$ cat src/rtl/fifo_arb_pkg.sv
// Shared types and helpers for the round-robin FIFO write arbiter.
package fifo_arb_pkg;

  typedef enum logic {
    IDLE  = 1'b0,
    GRANT = 1'b1
  } arb_state_t;

  // Width of a lane index: at least one bit even for a single lane.
  function automatic int gnt_w(input int n);
    return (n <= 2) ? 1 : $clog2(n);
  endfunction

endpackage

$ cat src/rtl/rr_priority_pick.sv
// Combinational round-robin picker: returns the first set request at or
// above i_start, wrapping to the lowest set request below i_start.
module rr_priority_pick
  import fifo_arb_pkg::*;
#(
  parameter int N_REQ = 4,
  parameter int GNT_W = gnt_w(N_REQ)
) (
  input  logic [N_REQ-1:0] i_req,
  input  logic [GNT_W-1:0] i_start,
  output logic             o_found,
  output logic [GNT_W-1:0] o_idx
);

  logic             w_hi_found;
  logic [GNT_W-1:0] w_hi_idx;
  logic             w_lo_found;
  logic [GNT_W-1:0] w_lo_idx;

  // Scan downward so the lowest qualifying index in each half wins.
  always_comb begin
    w_hi_found = 1'b0;
    w_hi_idx   = '0;
    w_lo_found = 1'b0;
    w_lo_idx   = '0;
    for (int j = N_REQ - 1; j >= 0; j--) begin
      if (i_req[j]) begin
        if (GNT_W'(j) >= i_start) begin
          w_hi_found = 1'b1;
          w_hi_idx   = GNT_W'(j);
        end else begin
          w_lo_found = 1'b1;
          w_lo_idx   = GNT_W'(j);
        end
      end
    end
    o_found = w_hi_found | w_lo_found;
    o_idx   = w_hi_found ? w_hi_idx : w_lo_idx;
  end

endmodule

$ cat src/rtl/fifo_write_arbiter.sv
// Round-robin write-side arbiter sharing one FIFO write port between
// N_REQ producer lanes, granting bursts of up to BURST words.
//
// Handshake: lane i's word moves into the FIFO in a cycle where
// req_valid[i] & req_ready[i] is high. req_ready is only ever high for the
// granted lane, only in GRANT, and never while fifo_full or rst is high,
// so fifo_write can never fire into a full FIFO. Control outputs depend on
// fifo_full, req_valid and registered state only, never on req_data.
// grant_active is the FSM state (high exactly in GRANT).
module fifo_write_arbiter
  import fifo_arb_pkg::*;
#(
  parameter int WIDTH = 32,
  parameter int N_REQ = 4,
  parameter int BURST = 8,
  parameter int GNT_W = gnt_w(N_REQ),
  parameter int CNT_W = $clog2(BURST + 1)
) (
  input  logic                   clk,
  input  logic                   rst,
  input  logic [N_REQ-1:0]       req_valid,
  input  logic [N_REQ*WIDTH-1:0] req_data,
  output logic [N_REQ-1:0]       req_ready,
  output logic                   fifo_write,
  output logic [WIDTH-1:0]       fifo_data_in,
  input  logic                   fifo_full,
  output logic                   grant_active,
  output logic [GNT_W-1:0]       grant_id,
  output logic [CNT_W-1:0]       burst_count
);

  arb_state_t       r_state;
  logic [GNT_W-1:0] r_grant_id;
  logic [GNT_W-1:0] r_last_grant;
  logic [CNT_W-1:0] r_burst_count;

  logic             w_found;
  logic [GNT_W-1:0] w_pick;
  logic [GNT_W-1:0] w_start;
  logic             w_sel_valid;
  logic [WIDTH-1:0] w_sel_data;
  logic             w_grant_ready;
  logic             w_xfer;
  logic             w_last_word;

  // Search starts one past the previous winner, wrapping at N_REQ.
  assign w_start = (r_last_grant == GNT_W'(N_REQ - 1)) ? '0 : r_last_grant + 1'b1;

  rr_priority_pick #(
    .N_REQ (N_REQ),
    .GNT_W (GNT_W)
  ) u_pick (
    .i_req   (req_valid),
    .i_start (w_start),
    .o_found (w_found),
    .o_idx   (w_pick)
  );

  // Select the granted lane's valid/data and build the ready vector.
  always_comb begin
    w_sel_valid = 1'b0;
    w_sel_data  = '0;
    for (int j = 0; j < N_REQ; j++) begin
      if (r_grant_id == GNT_W'(j)) begin
        w_sel_valid = req_valid[j];
        w_sel_data  = req_data[j*WIDTH +: WIDTH];
      end
    end
    w_grant_ready = (r_state == GRANT) & ~fifo_full & ~rst;
    req_ready     = '0;
    for (int j = 0; j < N_REQ; j++) begin
      req_ready[j] = w_grant_ready & (r_grant_id == GNT_W'(j));
    end
    w_xfer      = w_grant_ready & w_sel_valid;
    w_last_word = (r_burst_count == CNT_W'(BURST - 1));
  end

  assign fifo_write   = w_xfer;
  assign fifo_data_in = w_sel_data;
  assign grant_active = (r_state == GRANT);
  assign grant_id     = r_grant_id;
  assign burst_count  = r_burst_count;

  // Grant FSM: arbitrate in IDLE, stream the burst in GRANT.
  always_ff @(posedge clk) begin
    if (rst) begin
      r_state       <= IDLE;
      r_grant_id    <= '0;
      r_last_grant  <= GNT_W'(N_REQ - 1);
      r_burst_count <= '0;
    end else begin
      case (r_state)
        IDLE: begin
          if (w_found) begin
            r_grant_id    <= w_pick;
            r_last_grant  <= w_pick;
            r_burst_count <= '0;
            r_state       <= GRANT;
          end
        end
        GRANT: begin
          if (w_xfer) begin
            r_burst_count <= r_burst_count + 1'b1;
            if (w_last_word) begin
              r_state <= IDLE;
            end
          end else if (!w_sel_valid) begin
            // Lane withdrew: it forfeits the rest of its burst.
            r_state <= IDLE;
          end
        end
        default: r_state <= IDLE;
      endcase
    end
  end

endmodule

$ cat config.mk
export PLATFORM = sky130hd
export DESIGN_NAME = fifo_write_arbiter
export DESIGN_NICKNAME = d
export VERILOG_FILES = /design/src/rtl/fifo_arb_pkg.sv /design/src/rtl/rr_priority_pick.sv /design/src/rtl/fifo_write_arbiter.sv
export SDC_FILE = /design/constraint.sdc
export NUM_CORES = 1
export LEC_CHECK = 0
export ABC_AREA = 1
export BUFFER_PORTS_ARGS = -buffer_cell sky130_fd_sc_hd__buf_2
export CELL_PAD_IN_SITES_DETAIL_PLACEMENT = 1
export CELL_PAD_IN_SITES_GLOBAL_PLACEMENT = 1
export CORE_MARGIN = 2
export CORE_UTILIZATION = 18
export CTS_BUF_LIST = sky130_fd_sc_hd__clkbuf_16
export CTS_CLUSTER_DIAMETER = 50
export DETAILED_ROUTE_END_ITERATION = 6
export GPL_ROUTABILITY_DRIVEN = 0
export PLACE_DENSITY = 0.86
export SKIP_CTS_REPAIR_TIMING = 1
export SLEW_MARGIN = 25
export SYNTH_ARGS = -nofsm -noshare
export SYNTH_HDL_FRONTEND = slang
export SYNTH_HIERARCHICAL = 1
export SYNTH_SLANG_ARGS = --single-unit
$ cat constraint.sdc
create_clock -name clk -period 2.1 [get_ports clk]
set_clock_uncertainty 0.2 [all_clocks]
set_input_delay 0.315 -clock clk [delete_from_list [all_inputs] [get_ports clk]]
set_output_delay 0.315 -clock clk [all_outputs]
set_load 0.005 [all_outputs]
==> results of run 1 <==
-- state kept, by name, summed over array words and instances (netlist names) --
| register | flops |
|---|---|
| grant_active | 1 |
| grant_id | 2 |
| r_last_grant | 2 |
| burst_count | 4 |
-- final timing paths --
kind	start	to	slack [ns]	cells after the start
worst max-delay path	grant_active	req_ready[1]	0.05	5
worst min-delay path	rst	grant_id[1]	0.18	2
worst max register to register	r_last_grant[0]	r_last_grant[0]	0.14	10
worst min register to register	r_last_grant[1]	r_last_grant[1]	0.29	2
-- power groups by stage --
stage / logic [mW] / registers [mW] / clock network (mW)
global route: 1.09 / 0.224 / 0.351
detailed placement: 0.938 / 0.216 / 0
global placement: 0.906 / 0.214 / 0
finish: 0.969 / 0.219 / 0.347
floorplan: 0.508 / 0.205 / 0
CTS: 0.948 / 0.213 / 0.349
-- metal layers --
metal / vias up / wire, µm / GRT usage / part of all wire
li1: 1236 / - / - / -
met1: 1159 / 3138 / 0.1844 / 0.39
met2: 101 / 4241 / 0.3327 / 0.52
met3: 11 / 597 / 0.03011 / 0.074
met4: 0 / 127 / 0.04851 / 0.016
met5: - / 0 / 0 / 0
-- cell families after synthesis --
| kind of cell | count (synthesis) | share of synthesized area |
|---|---|---|
| XOR/XNOR | 1 | 0.006201 |
| buffers and inverters | 33 | 0.1054 |
| AND/OR/NAND/NOR | 222 | 0.7112 |
| flip-flops | 9 | 0.1275 |
| AO/OA/AOI/OAI | 9 | 0.03188 |
| adder cells (fa/ha/maj) | 2 | 0.01771 |
-- cell type report --
class                           instances  area, µm²
Fill cell                            1087       5090
Multi-Input combinational cell        235       1114
Timing Repair Buffer                  185      979.7
Sequential cell                         9      183.9
Tap cell                              102      127.6
Clock buffer                            3      75.07
Inverter                               18      72.57
Clock inverter                          1      5.005
-- stage by stage --
step                std cells    util
floorplan                 276       -
global placement          548  0.3179
detailed placement        548  0.3179
CTS                       552  0.3284
global route              553  0.3344
finish                    553  0.3344
-- cells in the final DEF, fill, tap and decap left out --
cell	count
buf_2	178
nand2_1	153
nand4_1	32
inv_1	16
nand2_2	9
nand3_1	8
a21oi_1	8
dfxtp_1	8
nor2_1	6
nor2_2	3
nor3_1	3
clkbuf_16	3
buf_4	3
inv_4	2
nand2_4	2
nand3_2	2
ha_1	2
buf_12	2
nor2_8	1
nor3_4	1
nor3_2	1
o21ai_1	1
nand3b_1	1
xor2_1	1
clkinv_2	1
nor2_4	1
dfxtp_4	1
buf_6	1
buf_8	1
==> results.yml, run 1 <==
outcome:
  run_status: "finished, final reports clean"
die:
  floorplan.die_area_um2: 8572
  core_region_area_um2: 7647
  dieHeight_um: 92.59
  effective_utilization_at_floorplan: 0.1847
  pin_count: 179
  std_cell_rows: 32
  fp.dieW_um: 92.59
timing:
  slew_viol_final: 0
  hold_violations: 0
  worst_slew_margin_relative_to_its_limit: 0.6931
  final.period_utilization: 0.9773
  timing.fmax_mhz: 487.3
  layout_setup_ws_ns: 0.04767
  period_minus_slack_ns: 2.052
  hold-worst-slack_ns: 0.1759
  worstMarginPinSlew_ns: 0.4592
  setup_tns_ns: 0
  report.final.setup_viol: 0
  grt_setup_unrepaired: "true"
power:
  p_per_area_nw_per_um2: 600.0
  p_int_mw: 0.8702
  seqPwrFrac: 0.143
  leakagePower_nw: 1.425
  finalPower_mw: 1.534
  clock_share_of_power: 0.226
  p_switching_mw: 0.6643
  ir_drop_mv: 0.4543
  power.combinational.fraction: 0.631
  switching_power_share_of_the_total: 0.4329
yosys:
  synth_edf_count: 0
  syn_area_um2: 1413
  synth_net_count: 413
  yosysWarnings: 6
  post_synth.cell_area_avg_um2: 5.118
  synth_cells: 276
  yosys_most_used_dff: "dfxtp_1"
  yosys.cell_count.top_type: "nand2_1"
  synth_sequential_area_ratio: 0.1275
  ys_top_cells_by_count: "154 x nand2_1, 32 x nand4_1, 16 x inv_1, 9 x dfxtp_1, 9 x nand2_2"
  synthDominantAreaCellType: "nand2_1"
  synth.distinct_cells: 24
  number_of_synthesized_register_bits: 9
  synth_top_cells_by_area: "nand2_1 41%, nand4_1 14%, dfxtp_1 13%, inv_1 4.3%, nand2_2 4.0%"
  synth-async-reset-ratio: 0
  netlist.area_leader.share: 0.4092
setup_path:
  required_ns: 1.58
  critPathBufInv: 3
  end_kind: "output pin"
  slowest_stage: "dfxtp_1"
  critPathLaunchType: "flop"
  worst_path_most_repeated_cell: "inv_1"
  crit_arrival_ns: 1.54
  cp_max_fo: 4
  kind_of_cell_with_the_highest_combined_delay_on_the_critical_path: "simple AND/OR/NAND/NOR gates"
  slowest_delay_ns: 0.36
  worstPathCellList: "inv_1, nor3_4, inv_1, nor3_1, buf_2"
  critical_path_class: "reg -> out"
global_routing:
  antenna_violations_before_repair: 0
  pin_count_of_the_biggest_net_entering_global_routing: 34
  grt_first_pass_wirelength_mm: 11.92
  track_usage: 0.1701
  globalRoute.totalOverflow: 0
  first_global_vias: 2573
route:
  num_vias: 2507
  wirelength_mm: 8.105
  route.antenna.remaining_nets: 0
  drt_pass1_iterations: 4
  drc_violation_total_after_the_first_tritonroute_iteration: 44
  remaining_drc_errors: 0
  vias_per_cell: 4.533
  wl_per_cell_um: 14.66
clock_tree:
  tritoncts_clock_tree: "built"
  clockRootBuffer: "clkbuf_16"
  cts_inserted_buffers: 3
  clkLatencyLatePin_ns: 0.24
  tritoncts_num_sinks: 9
  worst_setup_hold_path_clk_slew_ns: 0.04
  cts_max_path_buffers: 2
  cts_max_level: 1
layout:
  post_route_cells_drive_above_1_share: 0.4701
  insertedDiodeCount: 0
  flow.area_growth_from_synthesis_pct: 81.04
  fin_area_um2: 2557
  final_nets: 589
placed_design:
  detailed_place_hpwl_mm: 6.122
  placed_cell_area_um2: 2431
  placement.io_buffers: 178
  place_worst_setup_slack_ns: 0.08993
run:
  maxCapViolCount: 0
min_path:
  hold_path.class: "in -> reg"
Power figures use the tool's default switching activity.
==> run 2, diff against run 1 <==
Settings changed: ABC_AREA 1 to default, CORE_UTILIZATION 18 to 20, PLACE_DENSITY 0.86 to 0.84.
==> run 2 against run 1 <==
  * Sequential power fell by 7%
  * Setup slack got worse by 0.0073 ns
  * Final cell count fell by 33%
  * Total power fell by 22%
  * Critical path type unchanged
  * Highest routed layer unchanged
==> results.yml, run 2 <==
outcome:
  run_status: "finished, final reports clean"
global_routing:
  antenna_violations_before_repair: 1
  globalRoute.totalOverflow: 0
  pin_count_of_the_biggest_net_entering_global_routing: 29
  grt_first_pass_wirelength_mm: 10.23
  track_usage: 0.1812
  first_global_vias: 2007
setup_path:
  required_ns: 1.58
  crit_arrival_ns: 1.54
  critPathLaunchType: "flop"
  startpoint_of_the_most_critical_register_to_register_path: "grant_id[0]"
  critical_path_class: "reg -> out"
  worstSetupStartpoint: "grant_id[0]"
  end_kind: "output pin"
  cp_max_fo: 28
layout:
  final_cell_mix: "178 x buf_2, 33 x mux4_2, 10 x a21oi_1"
  flow.area_growth_from_synthesis_pct: 82.65
  fin_area_um2: 2436
  n_fill_cell: 763
  post_route_cells_drive_above_1_share: 0.7862
  post_route_non_filler_standard_cell_count: 368
  largest_register_ffs: 4
  layout_commonest_cell: "buf_2"
  final_nets: 428
min_path:
  hold_path.class: "in -> reg"
  min-delay-start: "rst"
timing:
  timing.fmax_mhz: 485.5
  hold_violations: 0
  slew_viol_final: 0
  worstMarginPinSlew_ns: 0.3326
  grt_setup_unrepaired: "true"
  period_minus_slack_ns: 2.060
  worst_slew_margin_relative_to_its_limit: 0.7782
  report.final.setup_viol: 0
  final.period_utilization: 0.9808
  setup_tns_ns: 0
power:
  ir_drop_mv: 0.4326
  finalPower_mw: 1.199
  p_per_area_nw_per_um2: 492.0
  leakagePower_nw: 1.222
clock_tree:
  cts_max_level: 1
  tritoncts_clock_tree: "built"
  cts_max_path_buffers: 2
  cts_inserted_buffers: 3
  worst_setup_hold_path_clk_slew_ns: 0.04
  tritoncts_num_sinks: 9
  clkLatencyLatePin_ns: 0.24
  clockRootBuffer: "clkbuf_16"
die:
  floorplan.die_area_um2: 7338
  dieHeight_um: 85.67
  fp.dieW_um: 85.67
  pin_count: 179
  core_region_area_um2: 6386
  std_cell_rows: 29
  effective_utilization_at_floorplan: 0.2089
route:
  num_vias: 1824
  route.antenna.remaining_nets: 0
  wirelength_mm: 7.025
  remaining_drc_errors: 0
  drt_pass1_iterations: 4
  vias_per_cell: 4.957
  wl_per_cell_um: 19.09
  drc_violation_total_after_the_first_tritonroute_iteration: 19
placed_design:
  detailed_place_hpwl_mm: 6.184
  placement.io_buffers: 178
  placed_cells: 361
  placed_cell_area_um2: 2328
yosys:
  synth.distinct_cells: 29
  yosys_most_used_dff: "dfxtp_1"
  synth_edf_count: 0
  syn_area_um2: 1334
  number_of_synthesized_register_bits: 9
  synth_top_cells_by_area: "mux4_2 56%, dfxtp_1 14%, a21oi_1 3.8%, inv_1 2.0%, nand2_1 2.0%"
  netlist.area_leader.share: 0.5572
  synth_sequential_area_ratio: 0.1351
  synth-async-reset-ratio: 0
  synthDominantAreaCellType: "mux4_2"
  yosysWarnings: 6
  synth_cells: 110
  yosys.cell_count.top_type: "mux4_2"
  post_synth.cell_area_avg_um2: 12.13
  synth_net_count: 247
  ys_top_cells_by_count: "33 x mux4_2, 10 x a21oi_1, 9 x dfxtp_1, 7 x inv_1, 7 x nand2_1"
run:
  maxCapViolCount: 0
run 2: cell families (layout without fill, tap and decap cells):
family,after synthesis,count (layout),share of synthesized area
AOI/OAI and AO/OA,18,18,0.08725
adders and majority gates,2,2,0.01876
buffers and inverters,17,197,0.05910
DFF,9,9,0.1351
muxes,34,34,0.5647
other,0,1,0
and+or+nand+nor,30,30,0.1351
run 2: layout make-up:
| class | count | area [µm²] | area share |
|---|---|---|---|
| Multi-Input combinational cell | 84 | 1075 | 0.4412 |
| Timing Repair Buffer | 186 | 970.9 | 0.3986 |
| Sequential cell | 9 | 186.4 | 0.07653 |
| Tap cell | 77 | 96.34 | 0.03955 |
| Clock buffer | 3 | 75.07 | 0.03082 |
| Inverter | 7 | 26.28 | 0.01079 |
| Clock inverter | 1 | 3.754 | 0.001541 |
| Antenna cell | 1 | 2.502 | 0.001027 |
run 2: through the flow:
stage            util  hold slack (ns)  setup slack (ns)
5_1_grt        0.3815           0.2399          -0.01566
3_3_place_gp   0.3646           0.2680            0.2578
2_1_floorplan       -           0.2414            0.1769
4_1_cts        0.3770           0.2166          0.009009
6_report       0.3815           0.2217           0.04036
3_5_place_dp   0.3646           0.2921            0.2483
run 2: where the power goes:
group	switching, mW	internal, mW
Sequential	0.0153	0.187
Combinational	0.270	0.394
Clock	0.0838	0.249
run 2: worst paths after layout:
| check | end | slack (ns) | cells after the start |
|---|---|---|---|
| worst max-delay path | fifo_data_in[25] | 0.04 | 3 |
| worst min-delay path | burst_count[1] | 0.22 | 3 |
| worst max register to register | burst_count[1] | 0.29 | 4 |
| worst min register to register | r_last_grant[0] | 0.30 | 2 |
run 2: worst max-delay path, cell delays in order, from the launching register on:
cell     delay [ns]
dfxtp_4        0.37
buf_16         0.22
mux4_2         0.55
buf_2          0.15
run 2: metal layers:
layer | GRT usage | wire length [µm]
met5 | 0 | 0
met4 | 0.08225 | 319
met3 | 0.05294 | 602
met2 | 0.3487 | 3850
met1 | 0.1763 | 2253
